===== src/rtl/mul_pkg.sv =====
// Shared state type, Booth digit select codes and default width for seq_booth_mul.
package mul_pkg;

   localparam int DEF_WIDTH = 32;

   typedef enum logic [1:0] {
      IDLE = 2'd0,
      RUN  = 2'd1,
      DONE = 2'd2
   } state_t;

   // Booth digit selects, packed as {neg, one, two}
   localparam logic [2:0] ZERO = 3'b000;
   localparam logic [2:0] POS1 = 3'b010;
   localparam logic [2:0] POS2 = 3'b001;
   localparam logic [2:0] NEG1 = 3'b110;
   localparam logic [2:0] NEG2 = 3'b101;

endpackage


===== src/rtl/booth_r4_enc.sv =====
// Radix-4 Booth recoder: 3-bit multiplier window -> {neg, one, two} select.
module booth_r4_enc
   import mul_pkg::*;
(
   input  logic [2:0] win,
   output logic       neg,
   output logic       one,
   output logic       two
);

   logic [2:0] sel_s;

   // Window to digit select
   always_comb begin
      sel_s = ZERO;
      case (win)
         3'b000, 3'b111: sel_s = ZERO;
         3'b001, 3'b010: sel_s = POS1;
         3'b011:         sel_s = POS2;
         3'b100:         sel_s = NEG2;
         3'b101, 3'b110: sel_s = NEG1;
         default:        sel_s = ZERO;
      endcase
   end

   assign {neg, one, two} = sel_s;

endmodule


===== src/rtl/seq_booth_mul.sv =====
// Iterative radix-4 Booth multiplier, one digit per clock, signed/unsigned, HI/LO product.
// Optional variable-latency early exit: define SEQ_BOOTH_MUL_EARLY_EXIT_EN.
module seq_booth_mul
   import mul_pkg::*;
#(
   parameter int WIDTH = DEF_WIDTH
) (
   input  logic             clk,
   input  logic             clr,
   input  logic             start,
   input  logic             is_signed,
   input  logic [WIDTH-1:0] A,
   input  logic [WIDTH-1:0] B,
   output logic             busy,
   output logic             done,
   output logic [WIDTH-1:0] HI,
   output logic [WIDTH-1:0] LO
);

   localparam int NDIG  = WIDTH / 2 + 1;
   localparam int ACC_W = 2 * WIDTH + 4;
   localparam int BW    = WIDTH + 3;
   localparam int CW    = $clog2(NDIG);
   localparam logic [CW-1:0] LAST = CW'(NDIG - 1);

   state_t           state_r;
   logic [ACC_W-1:0] acc_r;
   logic [ACC_W-1:0] mcand_r;
   logic [BW-1:0]    b_r;
   logic [CW-1:0]    cnt_r;

   logic [ACC_W-1:0] a_ext_s;
   logic [BW-1:0]    b_ext_s;
   logic [ACC_W-1:0] mag_s;
   logic [ACC_W-1:0] term_s;
   logic [ACC_W-1:0] acc_nxt_s;
   logic [BW-1:0]    b_nxt_s;
   logic             neg_s;
   logic             one_s;
   logic             two_s;
   logic             finish_s;

   // b_r[2:0] always holds the current window; the register shifts right two bits per digit
   booth_r4_enc u_enc (
      .win (b_r[2:0]),
      .neg (neg_s),
      .one (one_s),
      .two (two_s)
   );

   // Operand extension, partial-product selection and completion detect
   always_comb begin
      a_ext_s = {{(ACC_W - WIDTH){is_signed & A[WIDTH-1]}}, A};
      b_ext_s = {{2{is_signed & B[WIDTH-1]}}, B, 1'b0};
      if (two_s) begin
         mag_s = {mcand_r[ACC_W-2:0], 1'b0};
      end else if (one_s) begin
         mag_s = mcand_r;
      end else begin
         mag_s = '0;
      end
      term_s    = neg_s ? -mag_s : mag_s;
      acc_nxt_s = acc_r + term_s;
      b_nxt_s   = {{2{b_r[BW-1]}}, b_r[BW-1:2]};
`ifdef SEQ_BOOTH_MUL_EARLY_EXIT_EN
      // Remaining bits all equal to the sign means every later digit is zero
      finish_s  = (cnt_r == LAST) || (b_nxt_s == {BW{b_r[BW-1]}});
`else
      finish_s  = (cnt_r == LAST);
`endif
   end

   // Control FSM with datapath registers and registered outputs
   always_ff @(posedge clk) begin
      if (clr) begin
         state_r <= IDLE;
         busy    <= 1'b0;
         done    <= 1'b0;
         HI      <= '0;
         LO      <= '0;
         acc_r   <= '0;
         mcand_r <= '0;
         b_r     <= '0;
         cnt_r   <= '0;
      end else begin
         case (state_r)
            IDLE, DONE: begin
               done <= 1'b0;
               if (start) begin
                  mcand_r <= a_ext_s;
                  b_r     <= b_ext_s;
                  acc_r   <= '0;
                  cnt_r   <= '0;
                  busy    <= 1'b1;
                  state_r <= RUN;
               end else begin
                  busy    <= 1'b0;
                  state_r <= IDLE;
               end
            end
            RUN: begin
               acc_r   <= acc_nxt_s;
               mcand_r <= {mcand_r[ACC_W-3:0], 2'b00};
               b_r     <= b_nxt_s;
               cnt_r   <= cnt_r + CW'(1);
               if (finish_s) begin
                  HI      <= acc_nxt_s[2*WIDTH-1:WIDTH];
                  LO      <= acc_nxt_s[WIDTH-1:0];
                  busy    <= 1'b0;
                  done    <= 1'b1;
                  state_r <= DONE;
               end else begin
                  busy    <= 1'b1;
                  done    <= 1'b0;
                  state_r <= RUN;
               end
            end
            default: begin
               busy    <= 1'b0;
               done    <= 1'b0;
               state_r <= IDLE;
            end
         endcase
      end
   end

endmodule

===== config.mk =====
export PLATFORM = sky130hd
export DESIGN_NAME = seq_booth_mul
export DESIGN_NICKNAME = d
export VERILOG_FILES = /design/src/rtl/mul_pkg.sv /design/src/rtl/booth_r4_enc.sv /design/src/rtl/seq_booth_mul.sv
export SDC_FILE = /design/constraint.sdc
export NUM_CORES = 1
export LEC_CHECK = 0
export BUFFER_PORTS_ARGS = -buffer_cell sky130_fd_sc_hd__buf_2
export CORE_MARGIN = 1
export CORE_UTILIZATION = 40
export DETAILED_ROUTE_END_ITERATION = 6
export SLEW_MARGIN = 15
export SYNTH_ARGS = -nofsm -noshare
export SYNTH_HDL_FRONTEND = slang
export SYNTH_SLANG_ARGS = --single-unit

===== constraint.sdc =====
create_clock -name clk -period 13.1 [get_ports clk]
set_input_delay 1.965 -clock clk [delete_from_list [all_inputs] [get_ports clk]]
set_output_delay 1.965 -clock clk [all_outputs]
set_load 0.05 [all_outputs]

==> metrics.csv <==
stage;metric;value;unit
timing;clk_skew;7.767;ps
worst_setup_path;crit-path max cell delay;710;ps
clocking;Post-CTS Setup Inserts;0;
logic_synthesis;EDFF count, synth;0;
clocking;Clock Latency Late Sink;560;ps
grt;GRT overflow;0;
timing;final setup vio count;0;
power_and_ir_drop;internal power;1.357;mW
logic_synthesis;Synth Net Count;2093;
power_and_ir_drop;clock power share;36.3;%
route;Routed Antenna Nets;0;
worst_setup_path;R2R cell count;22;
layout;P&R area growth vs syn;11.56;%
timing;f_max;138.4;MHz
layout;commonest non-fill, non-tap cell in the layout;nand2_1;
clocking;clock root buffer;clkbuf_16;
timing;fin crit share;55.15;%
logic_synthesis;Mean Syn Cell Area;7.718;um^2
flow_run;max-cap violation count;0;
logic_synthesis;Yosys reg bits;238;
timing;final slew viol count;0;
worst_setup_path;Req. time, crit path;13600;ps
layout;fin area;16710;um^2
worst_hold_path;Hold Path Class;reg -> reg;
route;initial DRC count;1149;
worst_hold_path;hold depth;2;
timing;Final Hold Fails;0;
layout;commonest non-fill, non-tap cells in the layout;nand2_1 (317), a21oi_1 (254), dfxtp_1 (236);
power_and_ir_drop;Net Sw Power;680.8;uW
clocking;CTS buffer count;27;
floorplanning;DIE WIDTH;195.5;um
clocking;H-tree depth;1;
timing;final hold slack;450.0;ps
layout;Sequential Area;4770;um^2
grt;largest net degree at the start of global routing;91;
power_and_ir_drop;switch share;33.42;%
logic_synthesis;YS warnings;0;
floorplanning;Rows;70;
placement;placed cell area;15850;um^2
power_and_ir_drop;overall power;2.037;mW
timing;setup TNS;0;ps
layout;Filler cells;3676;
grt;vias in the first global route;13286;
layout;nets;2129;
worst_setup_path;critical path's slowest cell;buf_4;
worst_setup_path;WS Path Type;reg -> reg;
worst_setup_path;CP arrival;7720;ps
route;WL/cell;17.63;um
timing;Slew headroom;37.55;%
placement;detailed placement HPWL;30540;um
power_and_ir_drop;Logic pwr share;24.7;%
placement;Placed Cells;2416;
run_status;status;finished clean;
power_and_ir_drop;register share of total power;39.0;%
layout;post-route insts no fill;2466;
floorplanning;Initial Utilization;40.82;%
placement;PortBufs;133;
clocking;Hold Buf Count CTS;0;
route;DR DRC count;0;
floorplanning;die area;38230;um^2
clocking;CTS Sinks;238;
logic_synthesis;Post-Syn Instances;1941;
clocking;Reg clk slew, reported paths;60;ps
timing;Slew @ Worst Pin;934.6;ps
worst_setup_path;CP Launch Type;register;
logic_synthesis;main flop type after synthesis;dfxtp_1;
clocking;CTS tree;built;
power_and_ir_drop;worst vdd ir;0.08414;mV
worst_setup_path;Max FO, Critical Path;90;
timing;RSZ-0062 raised after global routing;false;
grt;GRT Util Overall;22.53;%
logic_synthesis;FFs w/ async S/R, synth;0;%
floorplanning;io pins;134;
floorplanning;Core Region;36700;um^2
power_and_ir_drop;Pwr Density;121.9;nW/um^2
timing;post-layout min period;7224;ps
worst_setup_path;R2R Setup Slk;5880;ps
route;Avg Vias per Cell;5.749;
route;total wire length;43480;um
worst_setup_path;worst path cell trace;buf_4 > mux2_2 > o21ai_0 > o2111ai_1 > or2_2 > nand2b_1 > or3_1 > nand2b_1 > nand2b_1 > o21ai_0 > xnor2_1 > ha_1 > nand4_1 > or3_1 > nor3_1 > o211ai_1 > a21oi_1 > a31oi_1 > o21ai_0 > a21oi_1 > or4_1 > nand3_1;
route;Vias;14178;
layout;share of layout cells above drive strength 1;11.72;%
clocking;post_cts resized;0;
grt;global-route wire length before repair;71170;um
worst_setup_path;CP Capture Type;register;
power_and_ir_drop;static leakage;6.873;nW
clocking;Max clock buf depth;3;
grt;initial antenna violation count;2;
logic_synthesis;Mapped Area;14980;um^2
route;DRT Pass-1 Iters;5;
floorplanning;Die H;195.5;um
logic_synthesis;Synth cell types;78;
logic_synthesis;sequential area share after synthesis;31.80;%
layout;area of the multi-input gates;9575;um^2
placement;gpl congestion;1.003;
## flip-flops by register name, summed over array words and instances (netlist names)
| name | cells |
|---|---|
| HI | 32 |
| acc_r | 64 |
| LO | 32 |
| cnt_r | 5 |
| b_r | 35 |
| state_r | 2 |
| done | 1 |
| mcand_r | 64 |
| u_enc.sel_s | 3 |
## final timing paths
path,startpoint,end
max,u_enc.sel_s[0],HI[24]
min,HI[11],HI[11]
max reg2reg,u_enc.sel_s[0],HI[24]
min reg2reg,HI[11],HI[11]
## through the flow
step	setup slack, ps	util [%]
floorplan	6736	-
global placement	6181	43.20
detailed placement	5991	43.20
CTS	5972	45.53
global route	5259	45.53
finish	5876	45.54
## cell usage after synthesis, types with 3 or more instances
cell type,instances,area [um^2]
a21boi_0,11,82.58
mux2i_1,6,60.06
nand3_1,19,95.09
a22oi_1,137,1028
o21bai_1,15,112.6
nor4b_1,4,35.03
nand2_1,317,1190
dfxtp_1,238,4765
nor3_1,25,125.1
o211ai_1,6,45.04
nor2_1,101,379.1
o22ai_1,3,18.77
or2_2,8,50.05
clkbuf_1,114,427.9
nor3b_1,7,52.55
a31oi_1,19,118.9
o31ai_1,17,127.6
o21ai_0,117,585.6
nor2b_1,17,106.4
inv_1,31,116.4
or4_1,5,37.54
a211oi_1,11,82.58
nand2b_1,16,100.1
buf_1,17,63.81
a21oi_1,254,1271
o21a_1,7,52.55
clkbuf_2,3,15.01
and2_1,12,75.07
o41ai_1,5,43.79
or3_1,6,37.54
xor2_1,46,402.9
xnor2_1,78,683.2
o2111ai_1,3,26.28
nand4_1,20,125.1
nor4_1,5,31.28
mux2_2,8,90.09
a22o_1,36,315.3
and4_1,3,26.28
mux2_1,3,33.78
a21o_1,37,277.8
buf_2,8,40.04
ha_1,83,1039
a211o_1,5,43.79
and3_1,15,93.84
## power by group through the flow
stage | clock [mW] | sequential (mW) | combinational [mW]
after floorplan | 0 | 0.792 | 0.384
after global placement | 0 | 0.810 | 0.493
after detailed placement | 0 | 0.810 | 0.498
after CTS | 0.760 | 0.794 | 0.499
after global routing | 0.789 | 0.800 | 0.554
final | 0.739 | 0.795 | 0.503
## kinds of logic (layout without fill, tap and decap cells)
group,count (synthesis),after routing,synth area share (%)
xor gates and xnor gates,124,124,7.250
muxes,18,18,1.328
buffers and inverters,175,231,4.577
AOI/OAI and AO/OA,705,705,29.78
other,0,1,0
and+or+nand+nor,597,597,18.19
adders and majority gates,84,84,7.066
DFF,238,238,31.80
## metal layers
metal | global-route usage, % | wire, um | share of wire (%) | vias up
met1 | 32.60 | 21160 | 49 | 6654
li1 | - | - | - | 7075
met3 | 3.247 | 2550 | 5.9 | 55
met5 | 0 | 13 | 0.030 | -
met4 | 5.483 | 755 | 1.7 | 2
met2 | 34.92 | 19000 | 44 | 392
## cell type report
class                      instances  area share [%]
timing repair buffer             151           4.829
inverter                          31          0.6963
tap                              468           3.504
clock buffer                      37           4.507
sequential                       238           28.54
clock inverter                    12          0.6139
multi-input combinational       1528           57.30
antenna                            1         0.01497
## critical path: cells and delay by family, from the launching register on
kind | cells | cell delay, ps
and+or+nand+nor | 10 | 2650
AOI/OAI and AO/OA | 8 | 2290
buffers and inverters | 1 | 710
adders and majority gates | 1 | 420
muxes | 1 | 410
DFF | 1 | 560
xor gates and xnor gates | 1 | 100
No activity file was read; power rests on OpenSTA's default activity.
